## config.mk

```make
export PLATFORM = sky130hd
export DESIGN_NAME = rate_tick_gen
export DESIGN_NICKNAME = d
export VERILOG_FILES = /design/src/rtl/rate_tick_gen.sv
export SDC_FILE = /design/constraint.sdc
export NUM_CORES = 1
export LEC_CHECK = 0
export CAP_MARGIN = 30
export CORE_ASPECT_RATIO = 1.2
export CORE_UTILIZATION = 56
export DETAILED_ROUTE_END_ITERATION = 16
export DONT_BUFFER_PORTS = 1
export GPL_TIMING_DRIVEN = 1
export HOLD_SLACK_MARGIN = 0.06
export PLACE_DENSITY = 0.68
export SYNTH_ARGS = -nofsm -noshare
export SYNTH_HDL_FRONTEND = slang
export SYNTH_SLANG_ARGS = --single-unit
```

## constraint.sdc

```tcl
create_clock -name clk -period 4.1 [get_ports clk]
set_input_delay 0.615 -clock clk [delete_from_list [all_inputs] [get_ports clk]]
set_output_delay 0.615 -clock clk [all_outputs]
set_load 0.03 [all_outputs]
```

## src/rtl/rate_tick_gen.sv

```systemverilog
// rate_tick_gen: table-driven programmable tick generator with glitch-free rate changes
module rate_tick_gen #(
  parameter int CNT_W = 24,
  parameter int SEL_W = 3,
  parameter logic [CNT_W*(2**SEL_W)-1:0] RATE_TABLE =
    {24'd999, 24'd499, 24'd249, 24'd99, 24'd49, 24'd24, 24'd9, 24'd4},
  parameter int RESET_SEL = 0
) (
  input  logic             clk,
  input  logic             reset,
  input  logic             en,
  input  logic             mode,
  input  logic             start,
  input  logic             sel_load,
  input  logic [SEL_W-1:0] sel_in,
  output logic             tick,
  output logic [CNT_W-1:0] cnt,
  output logic [SEL_W-1:0] cur_sel,
  output logic [CNT_W-1:0] rate_tc,
  output logic             pending,
  output logic             busy
);
  logic             run, wrap, armed, armed_n;
  logic [SEL_W-1:0] pend_sel;
  assign rate_tc = RATE_TABLE[int'(cur_sel)*CNT_W +: CNT_W];
  always_comb begin
    run     = en & (~mode | armed);
    wrap    = run & (cnt == rate_tc);
    armed_n = en & mode & (start | (armed & ~wrap));
  end
  // rate changes while running wait for a wrap so every period completes at its own TC
  always_ff @(posedge clk) begin
    if (reset) begin
      cnt      <= '0;
      tick     <= 1'b0;
      cur_sel  <= SEL_W'(RESET_SEL);
      pend_sel <= '0;
      pending  <= 1'b0;
      armed    <= 1'b0;
      busy     <= 1'b0;
    end else begin
      cnt   <= (run & ~wrap) ? cnt + 1'b1 : '0;
      tick  <= wrap;
      armed <= armed_n;
      busy  <= en & (~mode | armed_n);
      if (run) begin
        if (wrap & pending) cur_sel <= pend_sel;
        if (sel_load) pend_sel <= sel_in;
        pending <= sel_load | (pending & ~wrap);
      end else begin
        cur_sel <= sel_load ? sel_in : pending ? pend_sel : cur_sel;
        pending <= 1'b0;
      end
    end
  end
endmodule

```

==> impl_metrics.tcl <==
set metrics [dict create \
    run_status "finished, final reports clean" \
    worstPathArrival_ns 3.31 \
    yosysWarnings 0 \
    cts-root-buf "clkbuf_8" \
    dr.max_layer_used "met4" \
    grtUsageTotal_pct 22.6 \
    max_freq_mhz 316 \
    timing_hold_violations_final 0 \
    vdd_drop_max_uv 353 \
    fin_ws_ns 0.933 \
    core-area_um2 3340 \
    critPathRequiredTime_ns 4.24 \
    rows 23 \
    grt_max_degree 24 \
    netlist-cell-type-count 43 \
    tns_ns 0 \
    die_x_um 55.9 \
    period_needed_ns 3.17 \
    cts_tree "built" \
    hold_path_class "primary input to flop" \
    cp_slowest_cell "dfxtp_1" \
    final_cells 267 \
    path_class "flop to flop" \
    post-place-cells 259 \
    grt-ovfl-total 0 \
    area_growth_pct 4.74 \
    cp_num_buf_inv 1 \
    vias 1517 \
    dpl_worst_slack_ns 0.922 \
    via_per_inst 5.68 \
    wl_per_cell_um 14.9 \
    cts_made_buffers 5 \
    cts.repair.resized 0 \
    portBuffers 0 \
    syn-cell-area_um2 1950 \
    antenna_left 0 \
    rsz0062_at_grt "no" \
    gp_congestion 0.838 \
    start_util_pct 58.5 \
    antenna_cells 0 \
    drt-initial-drc-count 43 \
    wl_met3_um 205 \
    drive_gt1_share_pct 8.26 \
    route.met2.wl_um 2040 \
    io_pins 63 \
    p_per_area_nw_per_um2 408 \
    wl_met1_um 1650 \
    postCtsHoldBufs 0 \
    drv_slew 0 \
    critical_path.cell_chain "inv_1 > ha_1 > mux2_4 > xor2_1 > nor4_4 > nand4_4 > nand2_1 > nor2_1" \
    clock_path_buffers 2 \
    post-route-period-util_pct 77.2 \
    final_nets 245 \
    finalWirelength_um 3980 \
    setup_viol 0 \
    clk_latency_ns 0.28 \
    max_slew_margin_pct 51.7 \
    dr.pass1.iters 4 \
    crit_fanout 23 \
    antenna_found_initial 0 \
    endpoint_kind "flop" \
    grt_pass1_vias 1388 \
    synthCells 231 \
    whs_ns 0.390 \
    clkSinkCount 34 \
    drv_cap 0 \
    max_stage_delay_ns 0.71 \
    p_total_uw 835 \
    drc 0 \
    synth-seq-area-share_pct 34.8 \
    leakagePower_uw 0.000778 \
    grt_pass1_wl_um 6360 \
    avgSynthCellArea_um2 8.46 \
    clock_skew_ns 0.00409 \
    cp-start-kind "flop" \
    die-area_um2 3730 \
    path_delay_family "simple AND/OR/NAND/NOR gates" \
    cts_max_level 2 \
    synth_seq_cells 34 \
    clk_pin_slew_ns 0.07 \
    worst_pin_slew_ns 0.723 \
    cts_setup_buffers 0 \
    die_h_um 66.7 \
    dp_hpwl_um 3040 \
]
==> worst paths after layout <==
check,startpoint,end,slack [ns],cells after the start
max reg2reg,cur_sel[1]$_SDFFE_PP0P_,cnt[7]$_SDFF_PP0_,0.93,8
min,reset,pend_sel[1]$_SDFFE_PP0P_,0.39,1
max,cur_sel[1]$_SDFFE_PP0P_,cnt[7]$_SDFF_PP0_,0.93,8
min reg2reg,pend_sel[2]$_SDFFE_PP0P_,pend_sel[2]$_SDFFE_PP0P_,0.45,2
==> cell families after synthesis <==
group | count (synthesis) | synth area share [%]
other | 1 | 0.192
DFF | 34 | 34.8
adders and majority gates | 7 | 4.48
and+or+nand+nor | 105 | 27.8
buffers and inverters | 29 | 8.96
xor gates and xnor gates | 27 | 12.5
AOI/OAI and AO/OA | 24 | 8.39
muxes | 4 | 2.88
==> metrics by stage <==
stage	util (%)	instance area, µm²
after global placement	57.0	1900
after floorplan	-	2000
after detailed placement	57.0	1900
after global routing	61.3	2050
after CTS	61.3	2050
final	61.3	2050
==> worst register-to-register path: cells and delay by family, from the launching register on <==
kind | cells | cell delay, ns
AND/OR/NAND/NOR | 4 | 1.23
flip-flops | 1 | 0.71
adder cells (fa/ha/maj) | 1 | 0.34
multiplexers | 1 | 0.34
buffers and inverters | 1 | 0.21
XOR/XNOR | 1 | 0.19
==> Yosys cell counts (all sizes together) <==
cell | number | area, µm²
a21o | 1 | 7.51
a21oi | 9 | 45.0
a311oi | 2 | 17.5
a31o | 1 | 8.76
a41oi | 1 | 8.76
and2 | 3 | 18.8
and3 | 1 | 6.26
and4 | 4 | 35.0
buf | 19 | 138
clkbuf | 4 | 15.0
conb | 1 | 3.75
dfxtp | 34 | 681
ha | 7 | 87.6
inv | 6 | 22.5
mux2 | 4 | 56.3
nand2 | 17 | 63.8
nand2b | 3 | 18.8
nand3 | 19 | 95.1
nand4 | 6 | 52.6
nor2 | 34 | 128
nor2b | 3 | 18.8
nor3 | 6 | 30.0
nor4 | 4 | 40.0
nor4b | 2 | 17.5
o21a | 1 | 7.51
o21ai | 4 | 20.0
o221a | 1 | 11.3
o221ai | 1 | 8.76
o311a | 2 | 20.0
o31a | 1 | 8.76
or2 | 2 | 12.5
or3 | 1 | 6.26
xnor2 | 6 | 52.6
xor2 | 21 | 191
==> registers in the layout, summed over array words and instances (netlist names) <==
signal    cells
armed         1
busy          1
cnt          24
cur_sel       3
pend_sel      3
pending       1
tick          1
==> report_power, final <==
| group | total [µW] | switching (µW) | internal, µW | leakage [µW] |
|---|---|---|---|---|
| clock network | 375 | 116 | 259 | 0.0000714 |
| logic | 109 | 74.2 | 34.4 | 0.000431 |
| registers | 351 | 16.0 | 335 | 0.000275 |
==> area by class of cell <==
class / instances / area (µm²)
tap: 37 / 46.3
clock inverter: 2 / 60.1
multi-input combinational: 181 / 1150
clock buffer: 6 / 82.6
inverter: 6 / 22.5
sequential: 34 / 681
fill: 316 / 1290
timing repair buffer: 1 / 7.51
==> cells in the final DEF (no fill, tap or decap), drive strengths merged, types with 7 or more instances in the layout <==
cell type,count
conb,14
ha,7
nand2,17
nor2,34
dfxtp,34
nand3,19
a21oi,9
xor2,21
==> layer usage <==
metal,track usage [%],vias to the layer above
li1,-,757
met1,24.5,713
met2,39.6,37
met3,6.99,10
met4,11.9,0
met5,0,-
Note: power is estimated with default switching activity, not from simulation.
